### config.mk
export PLATFORM = sky130hd
export DESIGN_NAME = qeciphy_rx_controller_flat
export DESIGN_NICKNAME = d
export VERILOG_FILES = /design/src/rtl/qeciphy_rx_controller_pkg.sv /design/src/rtl/qeciphy_rx_controller_if.sv /design/src/rtl/qeciphy_frame_position_counter.sv /design/src/rtl/qeciphy_rx_controller.sv /design/src/flat_wrapper.sv
export SDC_FILE = /design/constraint.sdc
export NUM_CORES = 1
export LEC_CHECK = 0
export CAP_MARGIN = 0
export CORE_MARGIN = 4
export CORE_UTILIZATION = 44
export CTS_BUF_LIST = sky130_fd_sc_hd__clkbuf_4
export DETAILED_ROUTE_END_ITERATION = 12
export PLACE_DENSITY = 0.77
export SYNTH_ARGS = -nofsm -noshare
export SYNTH_HDL_FRONTEND = slang
export SYNTH_SLANG_ARGS = --single-unit
### constraint.sdc
create_clock -name clk_i -period 4.2 [get_ports clk_i]
set_input_delay 0.63 -clock clk_i [delete_from_list [all_inputs] [get_ports clk_i]]
set_output_delay 0.63 -clock clk_i [all_outputs]
set_load 0.005 [all_outputs]
### src/rtl/qeciphy_rx_controller_pkg.sv
// qeciphy RX controller shared definitions.
// Frame geometry, controller states and FAW match.
package qeciphy_rx_controller_pkg;

  localparam int QECIPHY_CRC_GROUP_LEN = 7;

  localparam logic [63:0] QECIPHY_FAW =
    64'hF0C3_A55A_3CE1_96D2;

  typedef enum logic [2:0] {
    IDLE,
    HUNT,
    CONFIRM,
    LOCKED,
    ERROR
  } qeciphy_rx_ctrl_state_t;

  function automatic int frame_len(
    input int groups
  );
    return QECIPHY_CRC_GROUP_LEN * groups + 1;
  endfunction

  function automatic logic is_faw(
    input logic [63:0] w
  );
    return w == QECIPHY_FAW;
  endfunction

endpackage

### src/rtl/qeciphy_rx_controller_if.sv
// qeciphy RX controller bus.
// Word stream, monitor status and controls.
interface qeciphy_rx_controller_if;

  logic        link_up_i;
  logic [63:0] tdata_i;
  logic        faw_error_i;
  logic        crc_error_i;
  logic        enable_o;
  logic        faw_boundary_o;
  logic        crc_boundary_o;
  logic        locked_o;
  logic [15:0] resync_count_o;

  modport master (
    output link_up_i,
    output tdata_i,
    output faw_error_i,
    output crc_error_i,
    input  enable_o,
    input  faw_boundary_o,
    input  crc_boundary_o,
    input  locked_o,
    input  resync_count_o
  );

  modport slave (
    input  link_up_i,
    input  tdata_i,
    input  faw_error_i,
    input  crc_error_i,
    output enable_o,
    output faw_boundary_o,
    output crc_boundary_o,
    output locked_o,
    output resync_count_o
  );

endinterface

### src/rtl/qeciphy_frame_position_counter.sv
// qeciphy frame position counter.
// Load-to-1, wrap, FAW/CRC word decode.
module qeciphy_frame_position_counter
  import qeciphy_rx_controller_pkg::*;
#(
  parameter  int GROUPS    = 9,
  localparam int FRAME_LEN = frame_len(GROUPS),
  localparam int PW        = $clog2(FRAME_LEN)
) (
  input  logic          clk_i,
  input  logic          rst_n_i,
  input  logic          load_i,
  input  logic          active_i,
  output logic [PW-1:0] pos_o,
  output logic          faw_boundary_o,
  output logic          crc_boundary_o
);

  localparam logic [PW-1:0] LAST =
    PW'(FRAME_LEN - 1);

  logic [PW-1:0] pos_q;

  // load marks the word after a FAW as pos 1
  always_ff @(posedge clk_i or negedge rst_n_i) begin
    if (!rst_n_i) begin
      pos_q <= '0;
    end else if (load_i) begin
      pos_q <= PW'(1);
    end else if (pos_q == LAST) begin
      pos_q <= '0;
    end else begin
      pos_q <= pos_q + PW'(1);
    end
  end

  // word-type strobes for the current word
  always_comb begin
    faw_boundary_o = active_i && (pos_q == '0);
    crc_boundary_o = active_i
      && (pos_q != '0)
      && ((32'(pos_q) % QECIPHY_CRC_GROUP_LEN)
          == 0);
  end

  assign pos_o = pos_q;

endmodule

### src/rtl/qeciphy_rx_controller.sv
// qeciphy RX controller.
// FAW hunt, lock confirm, error holdoff.
module qeciphy_rx_controller
  import qeciphy_rx_controller_pkg::*;
#(
  parameter int GROUPS         = 9,
  parameter int CONFIRM_FRAMES = 3,
  parameter int HOLDOFF_CYCLES = 16
) (
  input logic                    clk_i,
  input logic                    rst_n_i,
  qeciphy_rx_controller_if.slave bus
);

  localparam int FRAME_LEN = frame_len(GROUPS);
  localparam int PW = $clog2(FRAME_LEN);

  localparam logic [PW-1:0] LAST =
    PW'(FRAME_LEN - 1);
  localparam logic [3:0] CNT_MIN =
    4'(CONFIRM_FRAMES);
  localparam logic [7:0] HOLD_INIT =
    8'(HOLDOFF_CYCLES - 1);

  qeciphy_rx_ctrl_state_t state_q;

  logic [3:0]    cnt_q;
  logic [7:0]    hold_q;
  logic [15:0]   resync_q;
  logic          enable_q;
  logic          locked_q;
  logic [PW-1:0] pos;
  logic          active;
  logic          load;
  logic          faw_hit;
  logic          err;
  logic          faw_b;
  logic          crc_b;

  assign faw_hit = is_faw(bus.tdata_i);
  assign err = bus.faw_error_i
             | bus.crc_error_i;
  assign active = state_q inside
    {CONFIRM, LOCKED};
  assign load = (state_q == HUNT)
             && bus.link_up_i
             && faw_hit;

  qeciphy_frame_position_counter #(
    .GROUPS(GROUPS)
  ) u_pos (
    .clk_i          (clk_i),
    .rst_n_i        (rst_n_i),
    .load_i         (load),
    .active_i       (active),
    .pos_o          (pos),
    .faw_boundary_o (faw_b),
    .crc_boundary_o (crc_b)
  );

  // link drop beats errors; outputs follow state
  always_ff @(posedge clk_i or negedge rst_n_i) begin
    if (!rst_n_i) begin
      state_q  <= IDLE;
      cnt_q    <= '0;
      hold_q   <= '0;
      resync_q <= '0;
      enable_q <= 1'b0;
      locked_q <= 1'b0;
    end else if (!bus.link_up_i) begin
      state_q  <= IDLE;
      cnt_q    <= '0;
      hold_q   <= '0;
      enable_q <= 1'b0;
      locked_q <= 1'b0;
    end else begin
      unique case (state_q)
        IDLE: begin
          state_q <= HUNT;
        end
        HUNT: begin
          if (faw_hit) begin
            state_q <= CONFIRM;
            cnt_q   <= 4'd1;
          end
        end
        CONFIRM: begin
          if (pos == '0) begin
            if (faw_hit) begin
              cnt_q <= cnt_q + 4'd1;
            end else begin
              state_q <= HUNT;
            end
          end else if (pos == LAST
                       && cnt_q >= CNT_MIN) begin
            state_q  <= LOCKED;
            enable_q <= 1'b1;
            locked_q <= 1'b1;
          end
        end
        LOCKED: begin
          if (err) begin
            state_q  <= ERROR;
            enable_q <= 1'b0;
            locked_q <= 1'b0;
            hold_q   <= HOLD_INIT;
            if (resync_q != 16'hFFFF) begin
              resync_q <= resync_q + 16'd1;
            end
          end
        end
        ERROR: begin
          if (hold_q == '0) begin
            state_q <= HUNT;
          end else begin
            hold_q <= hold_q - 8'd1;
          end
        end
        default: begin
          state_q <= IDLE;
        end
      endcase
    end
  end

  assign bus.enable_o       = enable_q;
  assign bus.locked_o       = locked_q;
  assign bus.resync_count_o = resync_q;
  assign bus.faw_boundary_o = faw_b;
  assign bus.crc_boundary_o = crc_b;

endmodule

### src/flat_wrapper.sv
// flat-port wrapper written by rule: the top's interface ports become plain ports
module qeciphy_rx_controller_flat import qeciphy_rx_controller_pkg::*;
#(
  parameter int GROUPS         = 9,
  parameter int CONFIRM_FRAMES = 3,
  parameter int HOLDOFF_CYCLES = 16
)
  (clk_i, rst_n_i, bus_link_up_i, bus_tdata_i, bus_faw_error_i, bus_crc_error_i, bus_enable_o, bus_faw_boundary_o, bus_crc_boundary_o, bus_locked_o, bus_resync_count_o);
  qeciphy_rx_controller_if bus_i ();
  input logic clk_i;
  input logic rst_n_i;
  input wire logic [$bits(bus_i.link_up_i)-1:0] bus_link_up_i;
  input wire logic [$bits(bus_i.tdata_i)-1:0] bus_tdata_i;
  input wire logic [$bits(bus_i.faw_error_i)-1:0] bus_faw_error_i;
  input wire logic [$bits(bus_i.crc_error_i)-1:0] bus_crc_error_i;
  output wire logic [$bits(bus_i.enable_o)-1:0] bus_enable_o;
  output wire logic [$bits(bus_i.faw_boundary_o)-1:0] bus_faw_boundary_o;
  output wire logic [$bits(bus_i.crc_boundary_o)-1:0] bus_crc_boundary_o;
  output wire logic [$bits(bus_i.locked_o)-1:0] bus_locked_o;
  output wire logic [$bits(bus_i.resync_count_o)-1:0] bus_resync_count_o;
  assign bus_i.link_up_i = bus_link_up_i;
  assign bus_i.tdata_i = bus_tdata_i;
  assign bus_i.faw_error_i = bus_faw_error_i;
  assign bus_i.crc_error_i = bus_crc_error_i;
  assign bus_enable_o = bus_i.enable_o;
  assign bus_faw_boundary_o = bus_i.faw_boundary_o;
  assign bus_crc_boundary_o = bus_i.crc_boundary_o;
  assign bus_locked_o = bus_i.locked_o;
  assign bus_resync_count_o = bus_i.resync_count_o;
  qeciphy_rx_controller #(.GROUPS(GROUPS), .CONFIRM_FRAMES(CONFIRM_FRAMES), .HOLDOFF_CYCLES(HOLDOFF_CYCLES)) u_core (.clk_i(clk_i), .rst_n_i(rst_n_i), .bus(bus_i));
endmodule
==> reports/qor.txt, run 1 <==
initial antenna violation count - 0
placed wire-length estimate - 6740 um
worst r2r dst - u_core.cnt_q[2]
router iterations before antenna repair - 4
Worst Path Arrival - 3460 ps
Crit. End Element - output pin
Critical Path RT - 3570 ps
Site Rows - 29
Placed Area - 0.00410 mm2
Worst path slowest cell - dfrtp_1
I/O Buffers - 88
Max clock buf depth - 2
MaxCap Viol Count - 0
Worst path most repeated cell - ha_4
H-tree levels - 2
clk root buf - clkbuf_4
LEAKAGE - 1.80 nW
pre-CTS WS - -155 ps
Buf/Inv on CP - 4
CORE AREA - 0.00646 mm2
clock slew at reported path FFs - 120 ps
r2r setup slk - 1560 ps
pin count of the biggest net entering global routing - 39
Startpoint Class - flip-flop
GPL Wtd Cong - 0.913
global route total overflow - 0
most common flop cell mapped by yosys - dfrtp_1
CP top delay family - compound AO/OA/AOI/OAI gates
fin nets - 548
final instance area - 0.00435 mm2
synthesized cell area - 0.00298 mm2
EDFF count, synth - 0
Synth top area share - 0.319
Die W - 90.3 um
Syn Inst Count - 348
sequential-to-total area share from yosys stat - 0.319
Syn Nets - 429
Slew HR - 0.448
DR vias/cell - 5.67
Hold Buf Count CTS - 0
CTS Sinks - 38
Wirelength per Cell - 15.6 um
min-delay worst type - input port to async pin
Max Clock Freq - 0.245 GHz
Antenna Nets Post-Route - 0
Final Max Slew Viols - 0
Die ar. - 0.00816 mm2
crit path max fanout - 5
final worst path period share - 0.974
R2R depth - 9
FF+latch count, synth - 38
area leader, netlist - dfrtp_1
vias in the first global route - 3042
CTS tree - built
Avg Cell Area, Syn - 8.57 um2
ANT cells - 0
final setup vio count - 0
Worst Max-Slew Pin Slew - 828 ps
Synth Warn # - 0
GRT Total Usage - 0.209
worst clock skew - 9.68 ps
RSZ-0062 raised after global routing - true
r2r startpoint - u_core.u_pos.pos_o[2]
chip height - 90.3 um
library cells used by synthesis - 69
final hold vios - 0
detailed-route wire length - 8520 um
status - finished, final reports clean
Inserted Clock Buffers - 5
Cell Pwr Density - 232 mW/mm2
clk_lat worst skew - 350 ps
slowest cell delay on critical path - 430 ps
Layout area overhead - 45.9%
IO Pins - 89
layout cell share with drive strength beyond 1 - 0.169
asr flop ratio synth - 1.00
Vias - 3089
IR drop worst, VDD - 0.000252 V
PnR worst setup slack - 111 ps
largest cells by area after synthesis - dfrtp_1 (32%), ha_1 (5.0%), nor2_1 (5.0%)
CP startpoint - u_core.u_pos.pos_o[3]
Hold Slack - 361 ps
Starting Density - 0.462
DR iter-0 viols - 110
first-pass GRT wire length - 14400 um
Tmin final - 4090 ps
# DRC - 0
CP Class - flip-flop to output pin
CP cell instances - ha_4 -> ha_4 -> buf_4 -> nor2b_4 -> o21ai_2 -> a31o_1 -> and3_4 -> or2_4 -> ha_4 -> inv_4 -> buf_4 -> xnor2_2 -> mux2i_1 -> a21oi_1 -> o311a_1 -> o21a_1 -> clkbuf_2
[logic make-up (layout without fill, tap and decap cells)]
group | after synthesis | count (layout) | share of synthesized area
XOR/XNOR | 23 | 23 | 0.0676
adder cells (fa/ha/maj) | 12 | 12 | 0.0504
AO/OA/AOI/OAI | 78 | 78 | 0.185
AND/OR/NAND/NOR | 167 | 167 | 0.315
multiplexers | 4 | 4 | 0.0138
buffers and inverters | 26 | 146 | 0.0495
flip-flops | 38 | 38 | 0.319
[per-stage QoR]
step / std cells / power (mW) / TNS [ps] / util
after floorplan: 348 / 0.614 / 0 / -
after global placement: 532 / 0.753 / -26.4 / 0.634
after detailed placement: 532 / 0.765 / -155 / 0.634
after CTS: 545 / 1.01 / 0 / 0.668
after global routing: 545 / 1.08 / -38.9 / 0.673
final: 545 / 1.01 / 0 / 0.673
[power by group]
part           internal, mW  leakage (nW)  switching, mW
combinational         0.169          1.26          0.136
clock                 0.123        0.0450          0.126
sequential            0.402         0.495         0.0528
total                 0.695          1.80          0.315
[cell usage after synthesis (3+ instances only)]
cell type,count
buf_6,5
mux2i_1,3
nand3_1,17
and3_1,6
nor2b_1,6
nor4b_1,5
clkbuf_1,4
nor4bb_1,6
nand4b_1,3
nor2_1,40
nor3_1,14
dfrtp_1,38
a21oi_1,18
xnor2_1,12
inv_1,13
nor4_1,3
xor2_1,11
o22ai_1,3
nand2b_1,8
buf_4,3
a31oi_1,3
o211ai_1,3
nand2_1,30
ha_1,12
nand4_1,10
o21a_1,4
o21ai_0,19
[routing by layer]
layer,up-vias,GRT usage,wire length [um]
met1,1505,0.264,3720
met4,0,0.0370,66
met5,-,0,0
li1,1521,-,-
met3,9,0.0317,211
met2,54,0.380,4520
[worst max-delay path by stage]
stage                         endpoint  depth (start not counted)  slack, ps
finish              bus_crc_boundary_o                         17        110
global route        bus_crc_boundary_o                         17        -40
CTS                 bus_crc_boundary_o                         16          9
detailed placement  bus_crc_boundary_o                         14       -160
global placement    bus_crc_boundary_o                         14        -30
floorplan           bus_crc_boundary_o                         14        140
[placed cells by master (no fill, tap or decap), types with 5 or more instances in the layout]
cell type / n
nand2b_1: 8
buf_4: 33
dfrtp_1: 38
nor2b_1: 5
clkbuf_4: 5
o21ai_0: 18
inv_1: 12
ha_1: 8
nand2_1: 30
nand4_1: 10
and3_1: 5
clkdlybuf4s50_1: 86
nor3_1: 14
nor4b_1: 5
xnor2_1: 11
nor4bb_1: 6
nor2_1: 40
a21oi_1: 18
nand3_1: 16
xor2_1: 11
[flip-flops by register name, summed over array words and instances, names as in the netlist]
register and flops:
u_core.cnt_q 4, u_core.bus.enable_o 1, u_core.bus.resync_count_o 16, u_core.state_q 3
u_core.u_pos.pos_o 6, u_core.hold_q 8
[layout make-up]
| type | count | area, um2 |
|---|---|---|
| timing repair buffer | 125 | 1160 |
| multi-input combinational | 284 | 2010 |
| sequential | 38 | 951 |
| clock buffer | 5 | 37.5 |
| fill | 545 | 2110 |
| tap | 77 | 96.3 |
| inverter | 13 | 51.3 |
| clock inverter | 3 | 40.0 |
[timing repair]
item / CTS / global route
endpoints found under the setup margin: 1 / 1
resized for setup: 22 / 9
pin swaps: 8 / 5
buffers inserted: 5 / 0
No activity file was read; power rests on OpenSTA's default activity.
==> run 2, diff against run 1 <==
--- a/config.mk
+++ b/config.mk
@@ -11,6 +11,7 @@
 export CTS_BUF_LIST = sky130_fd_sc_hd__clkbuf_4
 export DETAILED_ROUTE_END_ITERATION = 12
 export PLACE_DENSITY = 0.77
+export SLEW_MARGIN = 20
 export SYNTH_ARGS = -nofsm -noshare
 export SYNTH_HDL_FRONTEND = slang
 export SYNTH_SLANG_ARGS = --single-unit
==> results of run 2 <==
Final layout, timing and power as in run 1 (identical DEF).
==> run 3, diff against run 2 <==
--- a/config.mk
+++ b/config.mk
@@ -6,7 +6,6 @@
 export NUM_CORES = 1
 export LEC_CHECK = 0
 export CAP_MARGIN = 0
-export CORE_MARGIN = 4
 export CORE_UTILIZATION = 44
 export CTS_BUF_LIST = sky130_fd_sc_hd__clkbuf_4
 export DETAILED_ROUTE_END_ITERATION = 12
==> run 3 against run 2 <==
  * Final cell count is 0.18% higher
  * Flip-flop and latch count unchanged
  * Routed wire length down 2.8%
  * Sequential share of layout area decreased by 0.22 points
  * Global-route usage up 2.7 points
  * Hold slack improved by 5.6 ps
  * Utilization increased by 0.70 points
  * Die area down 13%
  * Clock power down 5%
  * Final area rose by 1.0%
  * Critical path type unchanged
  * Highest routed layer unchanged
==> reports/qor.txt, run 3 (synthesis results as in run 1) <==
layout cell share with drive strength beyond 1 - 0.173 (+0.00390)
Site Rows - 29 (unchanged)
final hold vios - 0 (unchanged)
IR drop worst, VDD - 0.000313 V (+24%)
router iterations before antenna repair - 4 (unchanged)
# DRC - 0 (unchanged)
crit path max fanout - 4 (-1)
first-pass GRT wire length - 13800 um (-4.2%)
DR iter-0 viols - 172 (+56%)
CORE AREA - 0.00646 mm2 (unchanged)
Max clock buf depth - 2 (unchanged)
Layout fillers - 528 (-3.1%)
Slew HR - 0.454 (+0.00637)
ANT cells - 0 (unchanged)
vias in the first global route - 3070 (+0.92%)
pre-CTS WS - -121 ps (+34.4 ps)
GRT Total Usage - 0.237 (+0.0275)
most common cell after layout, fill and taps aside - clkdlybuf4s50_1
Startpoint Class - flip-flop
chip height - 84.3 um (-6.6%)
LEAKAGE - 1.80 nW (about the same)
Inserted Clock Buffers - 5 (unchanged)
placed cells - 531 (-0.19%)
IO Pins - 89 (unchanged)
RSZ-0062 raised after global routing - true
MaxCap Viol Count - 0 (unchanged)
met2 WL - 4190 um (-7.4%)
Clk pwr share - 0.239 (-0.008)
CP Class - flip-flop to output pin
max FFs per register - 16 (unchanged)
detailed-route wire length - 8290 um (-2.8%)
clk_lat worst skew - 350 ps (about the same)
clock slew at reported path FFs - 110 ps (about the same)
Layout area overhead - 47.4%
Max Clock Freq - 0.241 GHz (-1.7%)
min-delay worst type - input port to async pin
initial antenna violation count - 0 (unchanged)
Highest Signal Layer - met4
Critical Path RT - 3570 ps (about the same)
PnR worst setup slack - 42.3 ps (-68.8 ps)
most frequent cells in the layout - clkdlybuf4s50_1 (86), nor2_1 (38), dfrtp_1 (38)
GPL Wtd Cong - 0.891 (-2.4%)
DR vias/cell - 5.60 (-1.2%)
final worst path period share - 0.990 (+0.0164)
status - finished, final reports clean
Reg power frac - 0.459 (+0.008)
CTS Sinks - 38 (unchanged)
Starting Density - 0.462 (unchanged)
Vias - 3056 (-1.1%)
Wirelength per Cell - 15.2 um (-3.0%)
worst clock skew - 6.65 ps (-3.03 ps)
placed wire-length estimate - 6150 um (-8.7%)
H-tree levels - 2 (unchanged)
wl on met1 - 3650 um (-2.1%)
switching part of the total power - 0.302 (-0.00990)
I/O Buffers - 88 (unchanged)
fin nets - 550 (+0.36%)
Cell Pwr Density - 225 mW/mm2 (-3.0%)
CTS tree - built
Die ar. - 0.00711 mm2 (-13%)
met3 wire len - 264 um (+25%)
clk root buf - clkbuf_4
global route total overflow - 0 (unchanged)
Final Max Slew Viols - 0 (unchanged)
Internal Pwr Total - 0.691 mW (-0.56%)
pin count of the biggest net entering global routing - 39 (unchanged)
Tmin final - 4160 ps (+68.8 ps)
Worst Path Arrival - 3530 ps (+70 ps)
Worst Max-Slew Pin Slew - 819 ps (-9.55 ps)
final setup vio count - 0 (unchanged)
Antenna Nets Post-Route - 0 (unchanged)
Hold Buf Count CTS - 0 (unchanged)
Die W - 84.3 um (-6.6%)
Comb power frac - 0.302 (about the same)
Finished Layout Cells - 546 (+0.18%)
P_sw - 0.299 mW (-5.1%)
Crit. End Element - output pin
## run 3: cell count changes in the layout (fill, tap and decap cells not counted), sizes merged
cell | previous run | this run
buf | 38 | 40
clkinv | 2 | 1
## run 3: final timing paths
kind / slack (ps) / from / to / cells past startpoint
setup / recovery: 40 / u_core.u_pos.pos_o[3] / bus_crc_boundary_o / 14
hold / removal: 370 / rst_n_i / u_core.hold_q[5] / 1
setup reg to reg: 1560 / u_core.state_q[1] / u_core.bus.resync_count_o[13] / 8
hold reg to reg: 510 / u_core.hold_q[6] / u_core.hold_q[6] / 1
max in group asynchronous: 3320 / rst_n_i / u_core.state_q[0] / 1
min in group clk_i: 510 / u_core.hold_q[6] / u_core.hold_q[6] / 1
## run 3: worst max-delay path: stages, from the launching register on
cell       delay [ps]
dfrtp_1           430
ha_4              190
ha_4              260
nor2b_4           120
nand3_2            60
a31o_1            220
and3_4            180
or2_4             260
ha_4              180
inv_4              80
o21ai_4            50
or4_4             540
a2111oi_4         370
o21a_1            140
clkbuf_2          100
## run 3: metrics by stage
stage	utilization	setup TNS [ps]	instance area, um2	power (mW)	hold slack, ps
3_3_place_gp	0.633	-28.2	4090	0.753	459
4_1_cts	0.663	0	4280	0.999	384
3_5_place_dp	0.633	-121	4090	0.758	496
6_report	0.680	0	4390	0.989	367
2_1_floorplan	-	0	2980	0.614	334
5_1_grt	0.680	-151	4390	1.06	415
## run 3: power by group through the flow
stage | clock (mW) | sequential, mW | combinational [mW]
floorplan | 0 | 0.442 | 0.172
global placement | 0 | 0.460 | 0.293
detailed placement | 0 | 0.460 | 0.298
CTS | 0.245 | 0.454 | 0.300
global route | 0.261 | 0.463 | 0.335
finish | 0.237 | 0.454 | 0.299
## run 3: repair_timing
| action | 4_1_cts | 5_1_grt |
|---|---|---|
| hold endpoints to repair | 0 | 0 |
| gates resized for setup | 20 | 18 |
| buffers inserted | 3 | 5 |
| pin swaps | 7 | 11 |
| setup endpoints to repair | 1 | 1 |
## run 3: layout make-up
class	count	area [um2]	share of cell area
inverters	13	51.3	0.0117
repair buffers	127	1190	0.270
clock inverters	2	33.8	0.00769
well taps	77	96.3	0.0219
multi-input cells	284	2040	0.464
clock buffers	5	37.5	0.00854
flip-flops and latches	38	951	0.216
## run 3: routing by layer
layer | up-vias | GRT usage
li1 | 1528 | -
met1 | 1449 | 0.291
met2 | 58 | 0.423
met3 | 21 | 0.0383
met4 | 0 | 0.0768
met5 | - | 0
==> edit: new RTL, flow settings as in run 2 <==
`GROUPS` is set to 9 in 3 places; all go to 8.
--- a/src/rtl/qeciphy_frame_position_counter.sv
+++ b/src/rtl/qeciphy_frame_position_counter.sv
@@ -5,3 +5,3 @@
 #(
-  parameter  int GROUPS    = 9,
+  parameter  int GROUPS    = 8,
   localparam int FRAME_LEN = frame_len(GROUPS),
--- a/src/rtl/qeciphy_rx_controller.sv
+++ b/src/rtl/qeciphy_rx_controller.sv
@@ -5,3 +5,3 @@
 #(
-  parameter int GROUPS         = 9,
+  parameter int GROUPS         = 8,
   parameter int CONFIRM_FRAMES = 3,
--- a/src/flat_wrapper.sv
+++ b/src/flat_wrapper.sv
@@ -3,3 +3,3 @@
 #(
-  parameter int GROUPS         = 9,
+  parameter int GROUPS         = 8,
   parameter int CONFIRM_FRAMES = 3,
Formal check against the unedited RTL: no difference found for any inputs over 10 cycles, from zero or initial values and one cycle with rst_n_i low; that may be too few to reach the edited logic, so the function may still have changed.
==> edit against run 2 <==
- synthesized area down 8.4%
- design area is 11% lower
- via count down 13%
- power shrank 10%
- highest routed layer unchanged
- sequential share of layout area up 2.6 points
- global-route usage is 1.2 points lower
- wire length shrank 15%
- worst setup slack lost 0.10 ns
- sequential cell count unchanged
- critical path type unchanged
- critical endpoint unchanged
- largest cell class unchanged
==> edit: results (changes against run 2) <==
Logic synthesis:
- Counting instances in the post-synthesis netlist gives the leading cell types as sky130_fd_sc_hd__dfrtp_1 (38), sky130_fd_sc_hd__nor2_1 (33), sky130_fd_sc_hd__nand2_1 (28).
- The number of unique standard cell types used by synthesis is 64 (-7.2%).
- The net count after synthesis is 398 (-7.2%).
- By area the synthesized netlist is led by sky130_fd_sc_hd__dfrtp_1 (35%), sky130_fd_sc_hd__ha_1 (4.6%), sky130_fd_sc_hd__nor2_1 (4.5%).
- The number of cells produced by synthesis is 319 (-8.3%).

Worst setup path:
- The worst reg-to-reg path cell count is 8 (-1).
- The arrival time of data at the critical path endpoint is 3.56 ns (+0.10 ns).
- The start of the worst register-to-register path is u_core.u_pos.pos_o[1].
- The minimum setup slack among reg-to-reg paths was 1.91 ns (+0.35 ns).
- The largest incremental delay on the critical path is 0.41 ns (-0.02 ns).

Power:
- The static leakage is 1.71 nW (-4.9%).

Final layout:
- The fraction of final layout cells sized beyond drive strength 1 came to 0.121 (-0.0482).
- The number of filler cells placed in the layout is 498 (-8.6%).

Timing:
- The final clock skew is 0.0121 ns (+0.00239 ns).
- The transition time of the tightest slew-check pin is 0.832 ns (+0.00380 ns).

Place:
- The area of placed instances was 3730 um2 (-8.8%).
- The routability congestion estimate is 0.917 (+0.50%).
- The number of placed cells counting well taps is 481 (-9.6%).
- The final HPWL from detailed placement is 5.67 mm (-16%).

GRT:
- The number of global-route vias before repair is 2611 (-14%).
- The global-route total usage across every layer is 0.197 (-0.0119).

Clocking:
- The post-CTS setup-driven buffer insertion count came to 7 (+2).
- The number of gates given a new drive strength after cts is 8 (-64%).

Route:
- The average wire per cell in the routed design is 14.6 um (-6.9%).
- The iteration-0 DRC count of the detailed router is 100 (-9.1%).
- The total vias in the final route is 2700 (-13%).

Run status:
- The flow ran to the end, and the final reports show no timing, DRC or antenna violations.
==> edit: final cells by class <==
type	instances	area [um2]	share of cell area
repair buffers	109	1040	0.266
clock buffers	6	45.0	0.0116
clock inverters	2	8.76	0.00225
inverters	13	48.8	0.0125
flip-flops and latches	38	951	0.244
well taps	75	93.8	0.0241
multi-input cells	255	1710	0.439
==> edit: power by group <==
| part | total [mW] | switching [mW] | internal (mW) |
|---|---|---|---|
| clock | 0.186 | 0.116 | 0.0694 |
| sequential | 0.447 | 0.0501 | 0.397 |
| combinational | 0.276 | 0.117 | 0.159 |
| total | 0.908 | 0.283 | 0.625 |
==> edit: worst max-delay path by stage <==
stage	from	to	slack, ns	cells past startpoint
3_3_place_gp	u_core.u_pos.pos_o[4]	bus_crc_boundary_o	-0.06	16
4_1_cts	u_core.u_pos.pos_o[4]	bus_crc_boundary_o	0.005	18
5_1_grt	u_core.u_pos.pos_o[3]	bus_crc_boundary_o	-0.20	15
2_1_floorplan	u_core.u_pos.pos_o[3]	bus_crc_boundary_o	0.05	17
3_5_place_dp	u_core.u_pos.pos_o[4]	bus_crc_boundary_o	-0.13	16
6_report	u_core.u_pos.pos_o[3]	bus_crc_boundary_o	0.008	15
==> edit: cells by family (layout without fill, tap and decap cells) <==
family	count (synthesis)	count (layout)	share of synthesized area
multiplexers	1	1	0.00412
AO/OA/AOI/OAI	69	69	0.169
adder cells (fa/ha/maj)	12	12	0.0531
flip-flops	38	38	0.348
AND/OR/NAND/NOR	153	153	0.323
XOR/XNOR	20	20	0.0641
buffers and inverters	26	130	0.0389
==> edit: routing by layer <==
metal	GRT usage	part of all wire
met3	0.0371	0.027
met5	0	0
met4	0.0510	0.013
met2	0.350	0.55
met1	0.244	0.41
